### config.mk
export PLATFORM = sky130hd
export DESIGN_NAME = rob_ctrl
export DESIGN_NICKNAME = d
export VERILOG_FILES = /design/src/rtl/rob_ctrl.sv
export SDC_FILE = /design/constraint.sdc
export NUM_CORES = 1
export LEC_CHECK = 0
export ABC_AREA = 1
export CAP_MARGIN = 20
export CORE_MARGIN = 5
export CORE_UTILIZATION = 55
export CTS_BUF_LIST = sky130_fd_sc_hd__clkbuf_4
export CTS_CLUSTER_DIAMETER = 50
export CTS_CLUSTER_SIZE = 10
export DETAILED_ROUTE_END_ITERATION = 10
export PLACE_DENSITY = 0.83
export SKIP_CTS_REPAIR_TIMING = 1
export SLEW_MARGIN = 20
export SYNTH_ARGS = -nofsm -noshare
export SYNTH_HDL_FRONTEND = slang
export SYNTH_SLANG_ARGS = --single-unit
### constraint.sdc
create_clock -name clk -period 13.18 [get_ports clk]
set_clock_uncertainty 0.1 [all_clocks]
set_input_delay 1.318 -clock clk [delete_from_list [all_inputs] [get_ports clk]]
set_output_delay 1.318 -clock clk [all_outputs]
set_load 0.03 [all_outputs]
### src/rtl/rob_ctrl.sv
// Reorder-buffer control: hands out ROB ids at decode, records completion and
// retires strictly in program order, flushing on an excepting or illegal head.
module rob_ctrl #(
    parameter int unsigned ROB_DEPTH = 16,
    parameter int unsigned REG_W     = 5,
    localparam int unsigned ROB      = $clog2(ROB_DEPTH)
) (
    input  logic             clk,
    input  logic             reset,
    input  logic             dec_e_,
    input  logic             dec_invalid,
    input  logic [REG_W-1:0] dec_rd,
    output logic [ROB-1:0]   dec_rob_id,
    output logic             rob_busy,
    input  logic             exe_e_,
    input  logic [ROB-1:0]   exe_rob_id,
    input  logic             exe_exp,
    output logic             commit_e_,
    output logic [ROB-1:0]   com_rob_id,
    output logic [REG_W-1:0] com_rd,
    output logic             flush_
);

    logic [ROB_DEPTH-1:0] valid_q, valid_d;
    logic [ROB_DEPTH-1:0] done_q, done_d;
    logic [ROB_DEPTH-1:0] exp_q, exp_d;
    logic [REG_W-1:0]     rd_q [ROB_DEPTH];
    logic [REG_W-1:0]     rd_d [ROB_DEPTH];
    logic [ROB-1:0]       head_q, head_d;
    logic [ROB-1:0]       tail_q, tail_d;
    logic [ROB:0]         count_q, count_d;
    logic                 commit_e_q, commit_e_d;
    logic                 flush_q, flush_d;
    logic [ROB-1:0]       com_rob_id_q, com_rob_id_d;
    logic [REG_W-1:0]     com_rd_q, com_rd_d;

    logic head_fire;
    logic flush_fire;
    logic alloc;
    logic cpl;

    // Retirement looks only at registered state, so a completion needs one edge to land.
    assign head_fire  = valid_q[head_q] && done_q[head_q];
    assign flush_fire = head_fire && exp_q[head_q];
    assign rob_busy   = (count_q == (ROB+1)'(ROB_DEPTH)) || flush_fire;
    assign alloc      = !dec_e_ && !rob_busy;
    assign cpl        = !exe_e_ && valid_q[exe_rob_id];

    assign dec_rob_id = tail_q;
    assign commit_e_  = commit_e_q;
    assign flush_     = flush_q;
    assign com_rob_id = com_rob_id_q;
    assign com_rd     = com_rd_q;

    always_comb begin
        valid_d      = valid_q;
        done_d       = done_q;
        exp_d        = exp_q;
        rd_d         = rd_q;
        head_d       = head_q;
        tail_d       = tail_q;
        count_d      = count_q;
        commit_e_d   = !head_fire;
        flush_d      = !flush_fire;
        com_rob_id_d = com_rob_id_q;
        com_rd_d     = com_rd_q;

        if (head_fire) begin
            com_rob_id_d = head_q;
            com_rd_d     = rd_q[head_q];
        end

        if (flush_fire) begin
            // Everything younger than the faulting head is squashed, including this cycle's requests.
            valid_d = '0;
            done_d  = '0;
            exp_d   = '0;
            head_d  = '0;
            tail_d  = '0;
            count_d = '0;
        end else begin
            if (cpl) begin
                done_d[exe_rob_id] = 1'b1;
                exp_d[exe_rob_id]  = exp_q[exe_rob_id] | exe_exp;
            end
            if (head_fire) begin
                valid_d[head_q] = 1'b0;
                head_d          = head_q + ROB'(1);
            end
            if (alloc) begin
                valid_d[tail_q] = 1'b1;
                done_d[tail_q]  = dec_invalid;
                exp_d[tail_q]   = dec_invalid;
                rd_d[tail_q]    = dec_rd;
                tail_d          = tail_q + ROB'(1);
            end
            unique case ({alloc, head_fire})
                2'b10:   count_d = count_q + (ROB+1)'(1);
                2'b01:   count_d = count_q - (ROB+1)'(1);
                default: count_d = count_q;
            endcase
        end
    end

    always_ff @(posedge clk or posedge reset) begin
        if (reset) begin
            valid_q      <= '0;
            done_q       <= '0;
            exp_q        <= '0;
            for (int i = 0; i < int'(ROB_DEPTH); i++) rd_q[i] <= '0;
            head_q       <= '0;
            tail_q       <= '0;
            count_q      <= '0;
            commit_e_q   <= 1'b1;
            flush_q      <= 1'b1;
            com_rob_id_q <= '0;
            com_rd_q     <= '0;
        end else begin
            valid_q      <= valid_d;
            done_q       <= done_d;
            exp_q        <= exp_d;
            rd_q         <= rd_d;
            head_q       <= head_d;
            tail_q       <= tail_d;
            count_q      <= count_d;
            commit_e_q   <= commit_e_d;
            flush_q      <= flush_d;
            com_rob_id_q <= com_rob_id_d;
            com_rd_q     <= com_rd_d;
        end
    end

endmodule

Word level (Yosys, flattened, before mapping)

Cells that the tools add are included.
Widths: inputs -> output; s select.

Register bits: 152
Input port bits: 15
Output and inout port bits: 16
Word-level logic and storage cells: 111

Add/subtract/negate cells: 4
Magnitude comparators: 9
Equal/unequal tests: 3
Multiplexer cells: 43
Bitwise operators: 8
Reductions and logical operators: 18

Operators with widths:

| cell                | number |
|---|---|
| $mux 16             | 12 |
| $bwmux 80           | 1 |
| $bwmux 16           | 3 |
| $or 16x16->16       | 2 |
| $bmux 1 s4          | 5 |
| $bmux 5 s4          | 1 |
| $demux 5 s4         | 1 |
| $mux 5              | 4 |
| $and 16x16->16      | 1 |
| $mux 4              | 4 |
| $not 16->16         | 1 |
| $lt 4x5->1 const B  | 3 |
| $demux 1 s4         | 3 |
| $ge 4x1->1 const B  | 3 |
| $ge 5x5->1 const B  | 2 |
| $not 4->5           | 2 |
| $pmux 5 s2          | 1 |
| $add 4x1->4 const B | 2 |
| $logic_and 1x1->1   | 8 |
| $mux 1              | 8 |
| $add 5x1->5 const B | 1 |
| $eq 5x5->1 const B  | 1 |
| $logic_not 1->1     | 5 |
| $lt 5x1->1 const B  | 1 |
| other kinds (9)     | 10 |

Longest topological paths before layout

Gate-level depths: netlist of run 1.

Word-level depth: 11
Mapped depth: 24
Mapped depth without buffers: 21

Worst setup path after synthesis of run 1

Ideal clock, no wire load.

Kind: input-to-reg
Start point: input dec_e_
End point: register count_q[4]
Setup time: 0.118 ns
Data arrival time: 3.026 ns
Slack: 9.937 ns
Cell stages on the path: 12
Path through: buf_1 o31ai_4 inv_2 ha_1 nand2_1 o21ai_0 xor2_1 inv_1 nand2_1 nand2_1 nand2_1 nand2_1

Word-level cells in the longest chain between the ends: 5
Elaborated cells between the ends (all ways): 7

RTL lines:

| what                                            | RTL line | source |
|---|---|---|
| start, declared                                 | 10       | `input logic dec_e_,` |
| $logic_not 1->1 *                               | 46       | `assign alloc = !dec_e_ && !rob_busy;` |
| $logic_and 1x1->1 *                             | 46       |  |
| $eq 2x1->1 / $eq 2x2->1 (equally long branches) | 97       | `unique case ({alloc, head_fire})` |
| $pmux 5 s2                                      | 97       |  |
| $mux 5                                          | 73       | `if (flush_fire) begin` |
| end signal, assigned                            | 125      | `count_q <= count_d;` |
| end, declared                                   | 31       | `logic [ROB:0] count_q, count_d;` |

Every way passes the cells marked *; elsewhere a longest branch is shown, timed or not.
A chain may end at the register's enable or synchronous reset.

Worst setup path after layout of run 1

Start point: register head_q[0]
End point: output rob_busy

Word-level cells in the longest chain between the ends: 5
Elaborated cells between the ends (all ways): 9

RTL lines:

| what                         | RTL line | source |
|---|---|---|
| start, declared              | 29       | `logic [ROB-1:0] head_q, head_d;` |
| start signal, assigned       | 111      | `head_q <= '0;` |
| start signal, assigned       | 123      | `head_q <= head_d;` |
| $bmux 1 s4                   | 43       | `assign head_fire = valid_q[head_q] && done_q[head_q];` |
| $mux 1 (implied by the code) | 43       |  |
| $logic_and 1x1->1            | 43       |  |
| $logic_and 1x1->1 *          | 44       | `assign flush_fire = head_fire && exp_q[head_q];` |
| $logic_or 1x1->1 *           | 45       | `assign rob_busy = (count_q == (ROB+1)'(ROB_DEPTH)) \|\| flush_fire;` |
| end, declared                | 14       | `output logic rob_busy,` |

Every way passes the cells marked *; elsewhere a longest branch is shown, timed or not. The select of a mux whose other input is x is not followed.

==> results of run 1 <==
routing by layer:
layer  GRT usage, %  routed length, um  share of wire (%)  vias up
met2           40.9              10300                 46      363
met4           9.52                688                3.1        0
met1           35.0               9380                 42     3650
li1               -                  -                  -     3813
met5              0                  0                  0        -
met3           5.33               1880                8.5       80
per-stage QoR:
step / power (mW) / hold slack [ps] / cells / area [um^2]
2_1_floorplan: 1.72 / 337 / 1199 / 8710
3_3_place_gp: 1.98 / 348 / 1386 / 9000
3_5_place_dp: 2.01 / 353 / 1386 / 9000
4_1_cts: 2.28 / 384 / 1418 / 9260
5_1_grt: 2.51 / 402 / 1420 / 9270
6_report: 2.29 / 381 / 1420 / 9270
worst paths after layout:
path	to	start	slack, ps
worst max-delay path	rob_busy	head_q[0]	7720
min in group asynchronous	dec_rob_id[1]	reset	1120
worst min-delay path	rd_q[19]	rd_q[19]	380
worst max register to register	exp_q[9]	head_q[0]	8560
max in group asynchronous	head_q[0]	reset	10390
worst min register to register	rd_q[19]	rd_q[19]	380
critical path, stage by stage, from the launching register on:
cell	delay, ps
dfrtp_2	400
buf_4	380
inv_2	790
nand2_1	120
nand3_1	100
nand2_1	100
nand2_1	70
nand2_1	70
nor2_2	290
nand3_4	300
nand2_1	140
clkdlybuf4s50_1	670
placed cells by master, fill, tap and decap left out, types with 4 or more instances in the layout:
master and instances:
nand2_1 418, dfrtp_1 149, inv_1 125, o21ai_0 113
a21oi_1 88, nor2_1 72, nand3_1 47, clkdlybuf4s50_1 30
o21ai_1 20, clkbuf_4 19, o22ai_1 16, o41ai_1 16
ha_1 11, nor2_8 10, inv_4 10, inv_2 7
nor2_2 5, inv_6 5, a221oi_1 5, clkinvlp_4 5
nor3_1 4, buf_4 4
final cells by class:
class,count,area [um^2]
timing repair buffer,34,330
fill,1440,6440
antenna,2,5.00
clock buffer,19,143
inverter,144,571
multi-input combinational,840,4030
clock inverter,13,120
tap,216,270
sequential,152,3810
flip-flops by register name, indices dropped and copies added (netlist names):
register    count
done_q         16
head_q          4
com_rd          5
exp_q          16
rd_q           80
flush_          1
count_q         5
commit_e_       1
valid_q        16
dec_rob_id      4
com_rob_id      4
power groups by stage:
stage | registers, mW | logic (mW) | clock network, mW
2_1_floorplan | 0.793 | 0.922 | 0
3_3_place_gp | 0.776 | 1.20 | 0
3_5_place_dp | 0.783 | 1.23 | 0
4_1_cts | 0.774 | 1.23 | 0.278
5_1_grt | 0.801 | 1.41 | 0.297
6_report | 0.777 | 1.24 | 0.275
cell families after synthesis:
family                   after synthesis
AND/OR/NAND/NOR                      563
AO/OA/AOI/OAI                        262
buffers and inverters                207
flip-flops                           152
adder cells (fa/ha/maj)               12
XOR/XNOR                               3
==> results.py, run 1 <==
metrics = {
    "status": {
        "status": "finished, final reports clean",
    },
    "routing": {
        "ant_nets": 0,
        "first_iter_violations": 953,
        "dr.pass1.iters": 7,
        "wl_per_cell_um": 15.6,
        "wl_mm": 22.2,
        "drcViolationCount": 0,
        "vias": 7906,
        "routed_via_density": 5.57,
    },
    "clock_tree": {
        "clock-sinks": 152,
        "clock_latency_ps": 580,
        "cts_buffer_depth": 2,
        "numCtsBuffers": 17,
        "cts-htree-levels": 4,
        "cts_root_buf": "clkbuf_4",
        "cts_tree": "built",
        "cts.clk_slew.worst_paths_ps": 130,
    },
    "sta": {
        "finalCriticalPeriod_ps": 5460,
        "setup_violations": 0,
        "min_period_over_period_pct": 41.4,
        "relSlewSlack_pct": 33.5,
        "finalSetupTns_ps": 0,
        "fmax_mhz": 183,
        "layout_setup_ws_ps": 7720,
        "tightest_slew_ps": 996,
        "rsz0062_at_grt": "false",
        "maxSlewViolCount": 0,
        "hold_violations": 0,
    },
    "pwr": {
        "ir_drop_uv": 206,
        "sw_frac_of_total_pct": 49.2,
        "clock_power_share_pct": 12.0,
        "internal-power_mw": 1.17,
        "p_comb_share_pct": 54.2,
        "p_per_area_mw_per_mm2": 247,
        "p_switching_mw": 1.13,
        "power.leakage_nw": 4.67,
        "seqPwrFrac_pct": 33.9,
    },
    "global_route": {
        "grt_pass1_wl_mm": 37.7,
        "grt_pass1_vias": 7603,
        "grt_max_degree": 90,
        "grt-ovfl-total": 0,
        "grt_antenna_before_repair": 2,
        "grt_usage_pct": 25.7,
    },
    "placed_design": {
        "place_ws_ps": 8390,
        "routabilityCongestion": 0.981,
        "dp_hpwl_mm": 14.9,
        "portBuffers": 30,
    },
    "setup_path": {
        "critPathCaptureType": "primary output",
        "worstPathMaxFanout": 89,
        "crit_path_start_kind": "register",
        "required_ps": 11760,
        "cp_data_arrival_time_ps": 4040,
        "worstSetupPathType": "register to primary output",
        "ff2ff_path_depth": 13,
    },
    "die": {
        "die_x_um": 136,
        "core_mm2": 0.0157,
        "die_y_um": 136,
        "pin_count": 31,
        "fp-row-count": 46,
        "die-area_mm2": 0.0184,
        "start_util_pct": 55.4,
    },
    "synthesis": {
        "synthFlopType": "dfrtp_1",
        "synth-simple-area-share_pct": 27.5,
        "synth-compound-area-share_pct": 16.5,
        "synth.area.top_cells": "dfrtp_1 43%, nand2_1 18%, o21ai_0 6.5%",
        "synth.distinct_cells": 36,
        "synth_fa_ha_area_share_pct": 1.81,
        "syn_area_mm2": 0.00871,
        "synth-xor-area-share_pct": 0.302,
        "yosysTopAreaCell": "dfrtp_1",
        "seq_area_frac_synth_pct": 43.7,
        "yosys.area.top_type_share_pct": 43.1,
        "yosysWarnings": 0,
        "ys_async_sr_fraction_pct": 100,
        "synthMuxAreaShare_pct": 0,
        "syn_nets": 1226,
        "synth-edff-count": 0,
        "netlist_instances": 1199,
        "syn_area_per_cell_um2": 7.26,
        "synth_most_common_cell": "nand2_1",
        "synth_top_family_by_area": "simple AND/OR/NAND/NOR gates",
        "ys_ff_latch": 152,
        "yosys-top-cells-count": "418 x nand2_1, 150 x dfrtp_1, 126 x inv_1, 113 x o21ai_0, 88 x a21oi_1",
    },
    "flow_run": {
        "drv_cap": 0,
    },
    "layout": {
        "drive_above_1_share_pct": 6.49,
        "final_core_util_pct": 59.0,
        "area_growth_pct": 6.47,
        "layout.nets": 1216,
    },
    "worst_hold_path": {
        "holdPathStages": 2,
        "worstHoldPathType": "register to register",
    },
}
No activity file was read; power rests on OpenSTA's default activity.
==> run 2: changes to the inputs <==
--- a/config.mk
+++ b/config.mk
@@ -13,7 +13,7 @@
 export CTS_CLUSTER_DIAMETER = 50
 export CTS_CLUSTER_SIZE = 10
 export DETAILED_ROUTE_END_ITERATION = 10
-export PLACE_DENSITY = 0.83
+export PLACE_DENSITY = 0.86
 export SKIP_CTS_REPAIR_TIMING = 1
 export SLEW_MARGIN = 20
 export SYNTH_ARGS = -nofsm -noshare
==> constraint.sdc (replaced) <==
create_clock -name clk -period 4.94 [get_ports clk]
set_clock_uncertainty 0.1 [all_clocks]
set_input_delay 0.494 -clock clk [delete_from_list [all_inputs] [get_ports clk]]
set_output_delay 0.494 -clock clk [all_outputs]
set_load 0.03 [all_outputs]
==> run 2 against run 1 <==
  * Non-clock buffer count up 4
  * First-iteration DRC count is 30% higher
  * Cell count increased by 0.14%
  * Utilization up 0.11 points
  * Via count grew 1.6%
  * Global-route usage is 0.17 points lower
  * Sequential cell count is the same
  * Sequential share of layout area is 0.077 points lower
  * Count of clock-buffer cells in the layout fell by 2
  * Largest cell class unchanged
  * Largest power group unchanged
==> results.py, run 2 (same netlist as run 1, synthesis figures left out) <==
metrics = {
    "routing": {
        "routed_via_density": 5.65,
        "wl_mm": 22.9,
        "drcViolationCount": 0,
        "ant_nets": 0,
        "wl_per_cell_um": 16.1,
        "first_iter_violations": 1237,
        "dr.pass1.iters": 6,
        "vias": 8030,
    },
    "pwr": {
        "seqPwrFrac_pct": 34.5,
        "sw_frac_of_total_pct": 49.6,
        "power.leakage_nw": 4.69,
        "p_comb_share_pct": 53.8,
        "p_per_area_mw_per_mm2": 665,
        "p_switching_mw": 3.06,
        "internal-power_mw": 3.11,
        "ir_drop_uv": 545,
        "clock_power_share_pct": 11.7,
        "power_mw": 6.17,
    },
    "die": {
        "core_mm2": 0.0157,
        "die_x_um": 136,
        "die-area_mm2": 0.0184,
        "die_y_um": 136,
        "pin_count": 31,
        "fp-row-count": 46,
        "start_util_pct": 55.4,
    },
    "setup_path": {
        "crit_path_start_kind": "register",
        "cp_cell_sequence": "inv_2 > nand2_1 > nand3_1 > nand2_1 > nand2_1 > nand2_1 > nor2_2 > nand3_4 > nand2_1 > clkdlybuf4s50_1",
        "cpPeakStageDelay_ps": 700,
        "worstPathMaxFanout": 48,
        "cp_data_arrival_time_ps": 3800,
        "cpMostUsedCell": "nand2_1",
        "critPathSlowestCell": "inv_2",
        "crit_family": "buffers and inverters",
        "required_ps": 4350,
        "worst-path-buf-inv": 2,
        "worstSetupPathType": "register to primary output",
        "critPathCaptureType": "primary output",
    },
    "global_route": {
        "grt_antenna_before_repair": 1,
        "grt_pass1_vias": 7442,
        "grt_max_degree": 96,
        "grt_usage_pct": 25.5,
        "grt_pass1_wl_mm": 37.3,
        "grt-ovfl-total": 0,
    },
    "sta": {
        "rsz0062_at_grt": "false",
        "setup_violations": 0,
        "holdWs_ps": 270,
        "finalSetupTns_ps": 0,
        "min_period_over_period_pct": 88.9,
        "fmax_mhz": 228,
        "relSlewSlack_pct": 31.6,
        "tightest_slew_ps": 1020,
        "hold_violations": 0,
        "maxSlewViolCount": 0,
        "finalCriticalPeriod_ps": 4390,
    },
    "layout": {
        "regArea_mm2": 0.00381,
        "drive_above_1_share_pct": 6.72,
        "multiInputGateArea_mm2": 0.00403,
        "area_growth_pct": 6.67,
        "largest_reg_flops": 80,
        "final_core_util_pct": 59.1,
        "fillers": 1412,
        "largest_register": "rd_q",
        "layout.nets": 1220,
        "final_cell_mix": "418 x nand2_1, 149 x dfrtp_1, 125 x inv_1",
        "layout_commonest_cell": "nand2_1",
    },
    "clock_tree": {
        "clock_latency_ps": 600,
        "numCtsBuffers": 17,
        "cts-htree-levels": 4,
        "cts_tree": "built",
        "clock-sinks": 152,
        "cts.clk_slew.worst_paths_ps": 130,
        "cts_buffer_depth": 2,
        "cts_root_buf": "clkbuf_4",
    },
    "placed_design": {
        "dp_hpwl_mm": 15.6,
        "portBuffers": 30,
        "routabilityCongestion": 0.965,
    },
    "worst_hold_path": {
        "worstHoldPathType": "primary input to asynchronous set/reset pin",
    },
    "status": {
        "status": "finished, final reports clean",
    },
    "flow_run": {
        "drv_cap": 0,
    },
}
## run 2: cell count changes in the layout (fill, tap and decap cells not counted), sizes merged
cell      before  now
clkinv         4    7
clkinvlp       5    4
diode          2    1
inv          147  146
clkbuf        19   17
buf            4    8
## run 2: stage by stage
stage | worst slack (ps) | cell area [um^2] | instances
finish | 548 | 9290 | 1422
global route | 330 | 9290 | 1422
CTS | 637 | 9280 | 1421
detailed placement | 958 | 9030 | 1390
global placement | 1170 | 9030 | 1390
floorplan | 256 | 8710 | 1199
## run 2: area by class of cell
cell class              count  share of cell area (%)
flip-flops and latches    152                    41.0
inverters                 144                    6.14
repair buffers             38                    3.88
diodes                      1                  0.0269
well taps                 216                    2.91
clock inverters            14                    1.35
clock buffers              17                    1.37
multi-input cells         840                    43.3
## run 2: final timing paths
check	startpoint	endpoint	slack, ps	cells after the start
min reg2reg	rd_q[26]	rd_q[26]	380	2
min	reset	count_q[3]	270	2
max	head_q[0]	rob_busy	550	10
min in group clk	rd_q[26]	rd_q[26]	380	2
max in group asynchronous	reset	done_q[6]	3430	3
max reg2reg	head_q[0]	count_q[4]	840	22
## run 2: power groups by stage
stage | clock network (mW) | registers (mW) | logic, mW
6_report | 0.722 | 2.13 | 3.32
5_1_grt | 0.775 | 2.20 | 3.70
4_1_cts | 0.725 | 2.12 | 3.27
3_5_place_dp | 0 | 2.14 | 3.25
3_3_place_gp | 0 | 2.13 | 3.15
2_1_floorplan | 0 | 2.12 | 2.46
## run 2: per-layer routing
metal	vias to the layer above	GRT usage, %	wire, um
li1	3827	-	-
met1	3754	35.4	9580
met2	391	40.0	10700
met3	58	4.77	1890
met4	0	9.91	724
met5	-	0	0
## run 2: worst reg2reg max path, cell delays in order, from the launching register on
cell	delay [ps]
dfrtp_2	610
inv_2	710
nand2_1	130
nand3_1	100
nand2_1	60
nand2_1	70
nand2_1	70
inv_1	50
nand2_1	100
nand2_2	80
buf_4	320
inv_2	140
o31ai_4	160
inv_2	120
ha_1	350
a21oi_1	210
o21ai_0	160
xor2_1	200
inv_1	70
nand2_1	70
nand2_1	50
nand2_1	50
nand2_1	40
==> run 3: changes to the inputs <==
--- a/config.mk
+++ b/config.mk
@@ -15,6 +15,7 @@
 export DETAILED_ROUTE_END_ITERATION = 10
 export PLACE_DENSITY = 0.86
 export SKIP_CTS_REPAIR_TIMING = 1
+export SKIP_LAST_GASP = 1
 export SLEW_MARGIN = 20
 export SYNTH_ARGS = -nofsm -noshare
 export SYNTH_HDL_FRONTEND = slang
==> results of run 3 <==
Final layout, timing and power as in run 2 (identical DEF).
